`src/rtl/rr_mux_arbiter_pkg.sv`:
```
`default_nettype none
// ============================================================================
//  Module   : rr_mux_arbiter_pkg
//  Brief    : Shared types and constants for the round-robin mux arbiter.
//  Revision : 1.0 - initial release
// ============================================================================
package rr_mux_arbiter_pkg;

    // Number of requesters sharing the mux and the width of an index into them
    localparam int N_REQ = 8;
    localparam int SEL_W = 3;

    // Arbiter FSM encoding
    typedef enum logic [0:0] {
        IDLE  = 1'b0,
        GRANT = 1'b1
    } state_t;

endpackage : rr_mux_arbiter_pkg
`default_nettype wire

```
`src/rtl/rr_mux_arbiter_if.sv`:
```
`default_nettype none
// ============================================================================
//  Module   : rr_mux_arbiter_if
//  Brief    : Requester-side bus of the round-robin mux arbiter.
//  Revision : 1.0 - initial release
// ============================================================================
interface rr_mux_arbiter_if
    import rr_mux_arbiter_pkg::*;
();

    logic [N_REQ-1:0] req;
    logic [N_REQ-1:0] data_in;
    logic [N_REQ-1:0] gnt;
    logic [SEL_W-1:0] sel;
    logic             valid;
    logic             data_out;

    // Requester logic drives requests and data, observes the grant
    modport master (
        output req,
        output data_in,
        input  gnt,
        input  sel,
        input  valid,
        input  data_out
    );

    // Arbiter side
    modport slave (
        input  req,
        input  data_in,
        output gnt,
        output sel,
        output valid,
        output data_out
    );

endinterface : rr_mux_arbiter_if
`default_nettype wire

```
`src/rtl/decoder_3input.sv`:
```
`default_nettype none
// ============================================================================
//  Module   : decoder_3input
//  Brief    : 3-to-8 one-hot decoder; s0 is the select MSB.
//  Revision : 1.0 - initial release
// ============================================================================
module decoder_3input (
    input  wire logic       s0,
    input  wire logic       s1,
    input  wire logic       s2,
    output logic [7:0]      y
);

    assign y = 8'b0000_0001 << {s0, s1, s2};

endmodule : decoder_3input
`default_nettype wire

```
`src/rtl/multiplexer_8input.sv`:
```
`default_nettype none
// ============================================================================
//  Module   : multiplexer_8input
//  Brief    : 8-input, 1-bit multiplexer; s0 is the select LSB.
//  Revision : 1.0 - initial release
// ============================================================================
module multiplexer_8input (
    input  wire logic [7:0] d,
    input  wire logic       s0,
    input  wire logic       s1,
    input  wire logic       s2,
    output logic            y
);

    assign y = d[{s2, s1, s0}];

endmodule : multiplexer_8input
`default_nettype wire

```
`src/rtl/rr_mux_arbiter_pick8.sv`:
```
`default_nettype none
// ============================================================================
//  Module   : rr_pick8
//  Brief    : Rotating-priority finder; returns the first set request
//             searching last+1, last+2, ... modulo 8.
//  Revision : 1.0 - initial release
// ============================================================================
module rr_pick8
    import rr_mux_arbiter_pkg::*;
(
    input  wire logic [N_REQ-1:0] req,
    input  wire logic [SEL_W-1:0] last,
    output logic      [SEL_W-1:0] idx,
    output logic                  any
);

    logic [SEL_W-1:0] w_pos;

    // Scan from farthest (last itself) to nearest (last+1) so the nearest hit wins
    always_comb begin
        idx   = '0;
        any   = 1'b0;
        w_pos = '0;
        for (int k = N_REQ; k >= 1; k--) begin
            w_pos = last + SEL_W'(k);
            if (req[w_pos]) begin
                idx = w_pos;
                any = 1'b1;
            end
        end
    end

endmodule : rr_pick8
`default_nettype wire

```
`src/rtl/rr_mux_arbiter.sv`:
```
`default_nettype none
// ============================================================================
//  Module   : rr_mux_arbiter
//  Brief    : Round-robin arbiter sharing an 8-input 1-bit mux between 8
//             requesters, with bounded grant length and a one-cycle gap.
//  Revision : 1.0 - initial release
// ============================================================================
module rr_mux_arbiter
    import rr_mux_arbiter_pkg::*;
#(
    parameter int MAX_HOLD = 4,
    parameter int CNT_W    = 4
) (
    input  wire logic          clk,
    input  wire logic          reset,
    rr_mux_arbiter_if.slave    bus
);

    state_t           r_state;
    state_t           w_state_nxt;
    logic [SEL_W-1:0] r_sel;
    logic [SEL_W-1:0] w_sel_nxt;
    logic [SEL_W-1:0] r_last;
    logic [SEL_W-1:0] w_last_nxt;
    logic [CNT_W-1:0] r_cnt;
    logic [CNT_W-1:0] w_cnt_nxt;
    logic [N_REQ-1:0] r_gnt;
    logic [N_REQ-1:0] w_gnt_nxt;
    logic [N_REQ-1:0] w_dec;
    logic             r_valid;
    logic             w_valid_nxt;
    logic             w_any;
    logic [SEL_W-1:0] w_idx;
    logic             w_mux;

    rr_pick8 u_pick (
        .req  (bus.req),
        .last (r_last),
        .idx  (w_idx),
        .any  (w_any)
    );

    // Decoder select s0 is the MSB, so the index bits go in reversed order
    decoder_3input u_dec (
        .s0 (w_sel_nxt[2]),
        .s1 (w_sel_nxt[1]),
        .s2 (w_sel_nxt[0]),
        .y  (w_dec)
    );

    // Mux select s0 is the LSB
    multiplexer_8input u_mux (
        .d  (bus.data_in),
        .s0 (r_sel[0]),
        .s1 (r_sel[1]),
        .s2 (r_sel[2]),
        .y  (w_mux)
    );

    // Next-state and next-output decisions for the IDLE/GRANT controller
    always_comb begin
        w_state_nxt = r_state;
        w_sel_nxt   = r_sel;
        w_last_nxt  = r_last;
        w_cnt_nxt   = r_cnt;
        w_valid_nxt = r_valid;
        case (r_state)
            IDLE: begin
                w_valid_nxt = 1'b0;
                if (w_any) begin
                    w_state_nxt = GRANT;
                    w_sel_nxt   = w_idx;
                    w_valid_nxt = 1'b1;
                    w_cnt_nxt   = '0;
                end
            end
            GRANT: begin
                // Release on dropped request or on the last allowed cycle
                if (!bus.req[r_sel] || (r_cnt == CNT_W'(MAX_HOLD - 1))) begin
                    w_state_nxt = IDLE;
                    w_valid_nxt = 1'b0;
                    w_last_nxt  = r_sel;
                end else begin
                    w_cnt_nxt = r_cnt + CNT_W'(1);
                end
            end
            default: begin
                w_state_nxt = IDLE;
                w_valid_nxt = 1'b0;
            end
        endcase
        w_gnt_nxt = w_valid_nxt ? w_dec : '0;
    end

    // State and registered outputs; reset forgets any grant in progress
    always_ff @(posedge clk) begin
        if (reset) begin
            r_state <= IDLE;
            r_sel   <= '0;
            r_last  <= SEL_W'(N_REQ - 1);
            r_cnt   <= '0;
            r_gnt   <= '0;
            r_valid <= 1'b0;
        end else begin
            r_state <= w_state_nxt;
            r_sel   <= w_sel_nxt;
            r_last  <= w_last_nxt;
            r_cnt   <= w_cnt_nxt;
            r_gnt   <= w_gnt_nxt;
            r_valid <= w_valid_nxt;
        end
    end

    assign bus.gnt      = r_gnt;
    assign bus.sel      = r_sel;
    assign bus.valid    = r_valid;
    assign bus.data_out = w_mux & r_valid;

endmodule : rr_mux_arbiter
`default_nettype wire

```
`src/flat_wrapper.sv`:
```
// flat-port wrapper written by rule: the top's interface ports become plain ports
module rr_mux_arbiter_flat import rr_mux_arbiter_pkg::*;
#(
    parameter int MAX_HOLD = 4,
    parameter int CNT_W    = 4
)
  (clk, reset, bus_req, bus_data_in, bus_gnt, bus_sel, bus_valid, bus_data_out);
  rr_mux_arbiter_if bus_i ();
  input  wire logic clk;
  input  wire logic reset;
  input wire logic [$bits(bus_i.req)-1:0] bus_req;
  input wire logic [$bits(bus_i.data_in)-1:0] bus_data_in;
  output wire logic [$bits(bus_i.gnt)-1:0] bus_gnt;
  output wire logic [$bits(bus_i.sel)-1:0] bus_sel;
  output wire logic [$bits(bus_i.valid)-1:0] bus_valid;
  output wire logic [$bits(bus_i.data_out)-1:0] bus_data_out;
  assign bus_i.req = bus_req;
  assign bus_i.data_in = bus_data_in;
  assign bus_gnt = bus_i.gnt;
  assign bus_sel = bus_i.sel;
  assign bus_valid = bus_i.valid;
  assign bus_data_out = bus_i.data_out;
  rr_mux_arbiter #(.MAX_HOLD(MAX_HOLD), .CNT_W(CNT_W)) u_core (.clk(clk), .reset(reset), .bus(bus_i));
endmodule
```
`config.mk`:
```
export PLATFORM = sky130hd
export DESIGN_NAME = rr_mux_arbiter_flat
export DESIGN_NICKNAME = d
export VERILOG_FILES = /design/src/rtl/rr_mux_arbiter_pkg.sv /design/src/rtl/rr_mux_arbiter_if.sv /design/src/rtl/decoder_3input.sv /design/src/rtl/multiplexer_8input.sv /design/src/rtl/rr_mux_arbiter_pick8.sv /design/src/rtl/rr_mux_arbiter.sv /design/src/flat_wrapper.sv
export SDC_FILE = /design/constraint.sdc
export NUM_CORES = 1
export LEC_CHECK = 0
export CAP_MARGIN = 20
export CORE_MARGIN = 2
export CORE_UTILIZATION = 48
export CTS_CLUSTER_SIZE = 30
export DETAILED_ROUTE_END_ITERATION = 6
export MAX_ROUTING_LAYER = met4
export PLACE_DENSITY = 0.75
export SYNTH_ARGS = -nofsm -noshare
export SYNTH_HDL_FRONTEND = slang
export SYNTH_SLANG_ARGS = --single-unit
```
`constraint.sdc`:
```
create_clock -name clk -period 4.6 [get_ports clk]
set_input_delay 0.69 -clock clk [delete_from_list [all_inputs] [get_ports clk]]
set_output_delay 0.69 -clock clk [all_outputs]
set_load 0.01 [all_outputs]
```
==> results.txt <==
Outcome = finished clean
Crit Path Max Fanout = 16
Mux cell area share after synthesis = 28.0%
Die Height = 61.6 um
Initial DRC count = 118
Leakage power = 0.750 nW
Final core utilization = 61.7%
Top Usage Layer GRT = met2
Hold Slack = 576 ps
Core area = 3100 um2
First-pass DRT Iterations = 4
Setup violators final = 0
Yosys top cell area share = 25.1%
Net switching power = 0.489 mW
Synth Warn # = 0
Crit-path cells = inv_1, ha_1, mux4_2, a222oi_1, o21ai_1, a31o_1, a222oi_1, a2bb2oi_1, nor3_1
Slew headroom = 53.7%
Drt via density = 6.11
Count of state elements after synthesis = 20
Distinct cells, synth = 44
GR Util All Layers = 23.1%
Cell Count, Final, Fillers Out = 243
Met1 usage = 31.2%
CTS tree = built
Port bufs = 30
Critical Path AT = 3820 ps
CP max-delay cell = dfxtp_1
Sequential power share = 24.9%
Critical Path Source Type = register
GP Congestion = 0.913
Gr ovfl total = 0
Worst-case clock buffer depth = 2
WL final = 3.84 mm
Post-synth top cells = dfxtp_1, nand2_1, nor2_1
Synth Area in Adders = 2.36%
Clk_lat worst skew = 300 ps
Clock sink count = 20
Avg WL per Cell = 15.8 um
Min Tclk post-route = 3630 ps
Power Density = 583 nW/um2
Worst vdd ir = 0.295 mV
Placed Instance Area = 1880 um2
I/O pin count = 31
Final Max Tran Viols = 0
CP Class = register to register
Top delay family on crit path = compound AO/OA/AOI/OAI gates
Root Driver = clkbuf_4
Final instance area = 1910 um2
Ant diodes = 0
Initial antenna violation count = 0
Width of the die = 61.6 um
Mean Syn Cell Area = 8.90 um2
Cell Int Power = 0.628 mW
Seq/Total Area, Yosys = 25.1%
Simple-gate portion of the synthesized area = 18.0%
M3 GR Usage = 4.20%
Max Freq = 276 MHz
Post-synth ARST share = 0%
Mapped Cells = 179
Clk network pwr share = 8.9%
CP startpoint = u_core.r_last[0]
Synth Area in Compound Gates = 17.3%
Vias = 1,484
Top post-synthesis cells by area = dfxtp_1, mux4_2, mux2i_1, nand2_1, a21oi_1
Setup Buffers After CTS = 0
Largest family of logic cells by synthesized area = multiplexers
Most frequent CP cell = a222oi_1
Row count = 20
Pin count of the biggest net entering global routing = 17
Power share of the combinational group = 66.2%
CTS Hold Bufs = 0
Sw frac = 43.8%
Worst-Margin Slew = 692 ps
Final ANT Viol Nets = 0
Final nets = 221
Vias in the first global route = 1,404
Post-Syn Area = 1590 um2
Die ar. = 3800 um2
Hold Vio Cnt, Final = 0
Drt drc = 0
Post-CTS Resized = 0
Post-synth EDFFs = 0
Max_cap viols = 0
Setup_tns = 0 ps
Starting Density = 51.3%
Post-route clock skew = 1.36 ps
CP Buf/Inv Count = 1
Worst Setup End Kind = register
Syn nets = 200
XOR/XNOR Fraction of Synth Area = 2.75%
RSZ-0062 raised after global routing = no
Reg-to-reg critical path startpoint = u_core.r_last[0]
Crit share post-route = 78.9%
Biggest area consumer among synthesized cells = dfxtp_1
Layout cells sized above 1 = 12.6%
Ys flop type = dfxtp_1
Met2 usage = 36.8%
Worst EP required = 4790 ps
CTS HTree Levels = 1
Worst hold-check path type = register to register
DP Wirelength = 2.96 mm
First-pass GRT wire length = 6.42 mm
CTS buffer count = 3
Clk pin slew, worst setup/hold paths = 100 ps
Worst hold start = u_core.bus.valid
Critical Path Max Stage Delay = 770 ps
Placed Cells = 239
Layout area overhead = 20.2%
## kinds of logic after synthesis
kind of cell / after synthesis
xor gates and xnor gates: 5
adders and majority gates: 3
buffers and inverters: 22
DFF: 20
AOI/OAI and AO/OA: 40
muxes: 29
and+or+nand+nor: 60
## state kept, by name (all words and copies together) (netlist names)
| name | count |
|---|---|
| u_core.r_cnt | 4 |
| u_core.r_last | 3 |
| u_core.bus.gnt | 8 |
| u_core.r_state | 1 |
| u_core.bus.valid | 1 |
| u_core.bus.sel | 3 |
## cell type report
| class | count | area [um2] |
|---|---|---|
| fillers | 274 | 1190 |
| multi-input cells | 137 | 1090 |
| flip-flops and latches | 20 | 400 |
| repair buffers | 31 | 308 |
| well taps | 44 | 55.1 |
| clock buffers | 4 | 36.3 |
| inverters | 7 | 26.3 |
## metal layers
metal	vias up	wire (um)
li1	713	-
met1	699	1640
met2	70	1940
met3	2	257
met4	0	14
met5	-	0
## power groups by stage
stage	sequential [mW]	combinational [mW]	clock (mW)
after floorplan	0.254	0.582	0
after global placement	0.279	0.714	0
after detailed placement	0.284	0.728	0
after CTS	0.280	0.731	0.102
after global routing	0.287	0.796	0.110
final	0.278	0.739	0.0998
## cell usage in the layout (no fill, tap or decap), drive strengths merged, types with 5 or more instances in the layout
cell	count
nor2	14
clkdlybuf4s50	30
inv	7
dfxtp	20
nand2	20
o21ai	5
mux4	12
nor3	7
a21oi	11
mux2i	13
## worst register-to-register path, stage by stage, from the launching register on
cell       delay (ps)
dfxtp_1           770
inv_1             140
ha_1              490
mux4_2            430
a222oi_1          370
o21ai_1           120
a31o_1            200
a222oi_1          500
a2bb2oi_1         390
nor3_1            100
## worst paths after layout
check | end | slack, ps | depth (start not counted)
max | u_core.bus.gnt[7] | 970 | 9
min reg2reg | u_core.bus.valid | 580 | 2
min | u_core.bus.valid | 580 | 2
max reg2reg | u_core.bus.gnt[7] | 970 | 9
## stage by stage
| stage | setup slack [ps] | total power [mW] |
|---|---|---|
| 6_report | 971 | 1.12 |
| 5_1_grt | 676 | 1.19 |
| 4_1_cts | 1000 | 1.11 |
| 3_5_place_dp | 1030 | 1.01 |
| 3_3_place_gp | 1100 | 0.993 |
| 2_1_floorplan | 1100 | 0.836 |
Note: power is estimated with default switching activity, not from simulation.
